$ cat src/rtl/queue_drain_display_pkg.sv
// Shared FSM encoding and active-low hex glyph table (gfedcba) for queue_drain_display.
package queue_drain_display_pkg;

  typedef enum logic [1:0] {
    StIdle = 2'd0,
    StPop  = 2'd1,
    StHold = 2'd2
  } state_e;

  localparam logic [6:0] Seg7Blank = 7'h7f;

  // Index 15 is leftmost: F, E, d, C, b, A, 9 .. 0.
  localparam logic [15:0][6:0] Seg7Hex = {
    7'h0e, 7'h06, 7'h21, 7'h46, 7'h03, 7'h08, 7'h10, 7'h00,
    7'h78, 7'h02, 7'h12, 7'h19, 7'h30, 7'h24, 7'h79, 7'h40
  };

  function automatic logic [6:0] hex_glyph(input logic [3:0] digit);
    return Seg7Hex[digit];
  endfunction

endpackage

$ cat src/rtl/hex_to_seg7.sv
// Combinational 4-bit hex to active-low 7-segment (gfedcba) decoder.
module hex_to_seg7
  import queue_drain_display_pkg::*;
(
  input  logic [3:0] hex_i,
  output logic [6:0] seg_o
);

  always_comb begin
    seg_o = hex_glyph(hex_i);
  end

endmodule

$ cat src/rtl/queue_drain_display.sv
// Drains a FWFT queue one entry at a time, holding each value for HOLD_TICKS cycles.
// Optional 7-segment output enabled by defining QUEUE_DRAIN_SEG7_EN.
module queue_drain_display
  import queue_drain_display_pkg::*;
#(
  parameter int unsigned DATA_WIDTH  = 4,
  parameter int unsigned HOLD_TICKS  = 50000000,
  parameter int unsigned HOLD_WIDTH  = 26,
  parameter int unsigned COUNT_WIDTH = 8
) (
  input  logic                   clk,
  input  logic                   reset,
  input  logic                   enable,
  input  logic                   q_empty,
  input  logic [DATA_WIDTH-1:0]  q_read_data,
  output logic                   q_read_cmd,
  output logic [DATA_WIDTH-1:0]  data_out,
  output logic                   data_valid,
  output logic                   busy,
  output logic [COUNT_WIDTH-1:0] pop_count
`ifdef QUEUE_DRAIN_SEG7_EN
  ,
  output logic [6:0]             seg
`endif
);

  localparam logic [HOLD_WIDTH-1:0] HoldLast = HOLD_WIDTH'(HOLD_TICKS - 1);

  state_e                 state_q, state_d;
  logic                   q_read_cmd_q, q_read_cmd_d;
  logic [DATA_WIDTH-1:0]  data_out_q, data_out_d;
  logic                   data_valid_q, data_valid_d;
  logic                   busy_q, busy_d;
  logic [COUNT_WIDTH-1:0] pop_count_q, pop_count_d;
  logic [HOLD_WIDTH-1:0]  hold_cnt_q, hold_cnt_d;

  always_comb begin
    state_d      = state_q;
    data_out_d   = data_out_q;
    data_valid_d = data_valid_q;
    pop_count_d  = pop_count_q;
    hold_cnt_d   = hold_cnt_q;

    unique case (state_q)
      StIdle: begin
        if (enable && !q_empty) state_d = StPop;
      end
      StPop: begin
        // Another reader may have emptied the queue; then nothing is taken.
        if (!q_empty) begin
          data_out_d   = q_read_data;
          data_valid_d = 1'b1;
          pop_count_d  = pop_count_q + COUNT_WIDTH'(1);
          hold_cnt_d   = '0;
          state_d      = StHold;
        end else begin
          state_d = StIdle;
        end
      end
      StHold: begin
        if (hold_cnt_q == HoldLast) begin
          state_d = StIdle;
        end else begin
          hold_cnt_d = hold_cnt_q + HOLD_WIDTH'(1);
        end
      end
      default: state_d = StIdle;
    endcase

    // Outputs are registered from the next state so they stay Moore.
    q_read_cmd_d = (state_d == StPop);
    busy_d       = (state_d != StIdle);
  end

  always_ff @(posedge clk or posedge reset) begin
    if (reset) begin
      state_q      <= StIdle;
      q_read_cmd_q <= 1'b0;
      data_out_q   <= '0;
      data_valid_q <= 1'b0;
      busy_q       <= 1'b0;
      pop_count_q  <= '0;
      hold_cnt_q   <= '0;
    end else begin
      state_q      <= state_d;
      q_read_cmd_q <= q_read_cmd_d;
      data_out_q   <= data_out_d;
      data_valid_q <= data_valid_d;
      busy_q       <= busy_d;
      pop_count_q  <= pop_count_d;
      hold_cnt_q   <= hold_cnt_d;
    end
  end

  assign q_read_cmd = q_read_cmd_q;
  assign data_out   = data_out_q;
  assign data_valid = data_valid_q;
  assign busy       = busy_q;
  assign pop_count  = pop_count_q;

`ifdef QUEUE_DRAIN_SEG7_EN
  logic [6:0] seg_dec;
  logic [6:0] seg_q, seg_d;

  hex_to_seg7 u_hex_to_seg7 (
    .hex_i (data_out_q[3:0]),
    .seg_o (seg_dec)
  );

  always_comb begin
    seg_d = data_valid_q ? seg_dec : Seg7Blank;
  end

  always_ff @(posedge clk or posedge reset) begin
    if (reset) seg_q <= Seg7Blank;
    else       seg_q <= seg_d;
  end

  assign seg = seg_q;
`endif

endmodule

$ cat config.mk
export PLATFORM = sky130hd
export DESIGN_NAME = queue_drain_display
export DESIGN_NICKNAME = d
export VERILOG_FILES = /design/src/rtl/queue_drain_display_pkg.sv /design/src/rtl/hex_to_seg7.sv /design/src/rtl/queue_drain_display.sv
export SDC_FILE = /design/constraint.sdc
export NUM_CORES = 1
export LEC_CHECK = 0
export CORE_ASPECT_RATIO = 1.2
export CORE_MARGIN = 3
export CORE_UTILIZATION = 41
export CTS_BUF_LIST = sky130_fd_sc_hd__clkbuf_8
export DETAILED_ROUTE_END_ITERATION = 8
export PLACE_DENSITY_LB_ADDON = 0.25
export SKIP_CTS_REPAIR_TIMING = 1
export SYNTH_ARGS = -nofsm -noshare
export SYNTH_HDL_FRONTEND = slang
export SYNTH_SLANG_ARGS = --single-unit
$ cat constraint.sdc
create_clock -name clk -period 2 [get_ports clk]
set_input_delay 0.5 -clock clk [delete_from_list [all_inputs] [get_ports clk]]
set_output_delay 0.5 -clock clk [all_outputs]
set_load 0.02 [all_outputs]
==> flow_summary.yaml <==
sta:
  clock.fmax_mhz: 523
  timing.setup.tns_ns: 0
  min_period_ns: 1.91
  rsz0062_at_grt: "no"
  period_share: 0.956
  fin_skew_ns: 0.00529
  finalHoldViolations: 0
  whs_ns: 0.475
  finalSetupViolCount: 0
  max_slew_margin: 0.673
  slew_viol_final: 0
  worst_pin_slew_ns: 0.486
logic_synthesis:
  seq_area_frac_synth: 0.508
  ys_ff_latch: 43
  synth_warnings: 0
  synth-edff-count: 0
  yosys-top-cells-area: "dfrtp_1 51%, nand2_1 5.1%, xor2_1 4.5%"
  synth.top_cell.area_share: 0.508
  syn_avg_cell_area_um2: 9.99
  synth_cells: 212
  synth_ff_type: "dfrtp_1"
  syn_nets: 222
  yosys.area.top_type: "dfrtp_1"
  synth.distinct_cells: 38
  async_flop_share: 1.00
  netlist_area_mm2: 0.00212
finish:
  num_antenna_cells: 0
  layout.nets: 261
  final_core_util: 0.528
  final_common_cell: "dfrtp_1"
  drive_gt1_frac: 0.143
  fillers: 468
  final_cell_mix: "43 x dfrtp_1, 29 x nand2_1, 22 x clkdlybuf4s50_1"
  syn_to_final_growth_pct: 23.9
  final_cells: 312
  multiInputGateArea_um2: 985
  seq_area_mm2: 0.00108
clocking:
  cts_tree: "built"
  clk_pin_slew_ns: 0.08
  cts_max_path_buffers: 2
  cts_buffers: 5
  clock_latency_ns: 0.30
  clock-root-buffer: "clkbuf_8"
  cts.sink_count: 43
  cts_htree_levels: 2
worst_setup_path:
  worstPathMaxFanout: 6
  endpoint_kind: "output port"
  crit_cells: 1
  crit_family: "buffers and inverters"
  crit_chain: "clkdlybuf4s50_1"
  reg2reg_depth: 5
  cp.arrival_ns: 1.41
  crit_slowest_cell: "clkdlybuf4s50_1"
  crit_type: "reg2out"
  required_ns: 1.50
  crit_buf_inv: 1
  startpoint_type: "flip-flop"
  slowest_delay_ns: 0.65
floorplan:
  die_area_mm2: 0.00607
  coreArea_mm2: 0.00497
  num_io_pins: 23
  initial_core_util: 0.426
  die_h_um: 84.7
  rows: 28
  die_x_um: 71.6
power:
  powerDensity_mw_per_mm2: 1190
  p_leak_nw: 1.13
  vdd_ir_drop_max_mv: 0.445
  power_w: 0.00313
placement:
  place_inst: 304
  gp_congestion: 0.821
  dp_hpwl_um: 3180
  numPortBuffers: 22
global_routing:
  grt_max_degree: 44
  antenna_found_initial: 0
  grt_pass1_vias: 1674
  groute.usage.overall: 0.167
  grt_pass1_wl_um: 8010
  grt.overflow.total: 0
run:
  maxCapViolations: 0
detailed_routing:
  wl_per_cell_um: 14.5
  ant_nets: 0
  drt_first_pass_iters: 4
  via_per_inst: 5.39
  num_vias: 1682
  drc_errors: 0
  wirelength_um: 4520
  drt-initial-drc-count: 120
min_path:
  hold_path_depth: 1
  hp-class: "reg2reg"
status:
  status: "finished clean"
==> flip-flops by register name (all words and copies together) (netlist names) <==
| register | flops |
|---|---|
| state_q | 2 |
| hold_cnt_q | 26 |
| pop_count | 8 |
| data_valid | 1 |
| q_read_cmd | 1 |
| data_out | 4 |
| busy | 1 |
==> routing by layer <==
layer  wire length (um)  up-vias  track usage
met5                  0        -            0
met4                 78        0       0.0615
met3                137        7       0.0359
met2               2240       24        0.266
met1               2070      824        0.221
li1                   -      827            -
==> Yosys cell counts (2+ instances only) <==
master     n
a21oi_1    3
and3_1     4
and4_1     3
clkbuf_1   3
clkbuf_8   2
dfrtp_1   43
ha_1       2
inv_1      5
mux2i_1    3
nand2_1   29
nand2b_1   2
nand3_1   17
nand3_2    2
nand4_1   12
nor2_1    20
nor3_1     2
nor4_1     3
nor4b_1    4
o211ai_1   5
o21ai_0    5
o31ai_1    5
or3_1      3
or4_1      2
xnor2_1    9
xor2_1    11
==> cell families after synthesis <==
logic type                 Yosys count  synth area share
and+or+nand+nor                    114             0.295
buffers and inverters               11            0.0295
AOI/OAI and AO/OA                   19            0.0585
adders and majority gates            2            0.0118
xor gates and xnor gates            20            0.0827
DFF                                 43             0.508
muxes                                3            0.0142
==> area by class of cell <==
class                   count  area share
flip-flops and latches     43       0.410
multi-input cells         158       0.375
repair buffers             38       0.134
clock buffers               6      0.0315
well taps                  60      0.0286
clock inverters             2      0.0133
inverters                   5     0.00715
==> report_power, final <==
part | internal [W] | switching (W)
registers | 0.00115 | 0.000308
logic | 0.000472 | 0.000489
clock network | 0.000404 | 0.000307
total | 0.00203 | 0.00110
==> final timing paths <==
path	startpoint	endpoint	slack (ns)
min reg2reg	data_valid	data_valid	0.47
max reg2reg	hold_cnt_q[2]	hold_cnt_q[14]	0.09
max in group asynchronous	reset	hold_cnt_q[20]	1.26
max	pop_count[0]	pop_count[0]	0.09
min in group asynchronous	reset	data_out[1]	0.54
min	data_valid	data_valid	0.47
==> stage by stage <==
step	area (um2)	setup WS [ns]
CTS	2620	0.0618
floorplan	2120	0.0570
global placement	2500	0.107
global route	2630	0.00590
detailed placement	2500	0.0838
finish	2630	0.0872
Note: power is estimated with default switching activity, not from simulation.
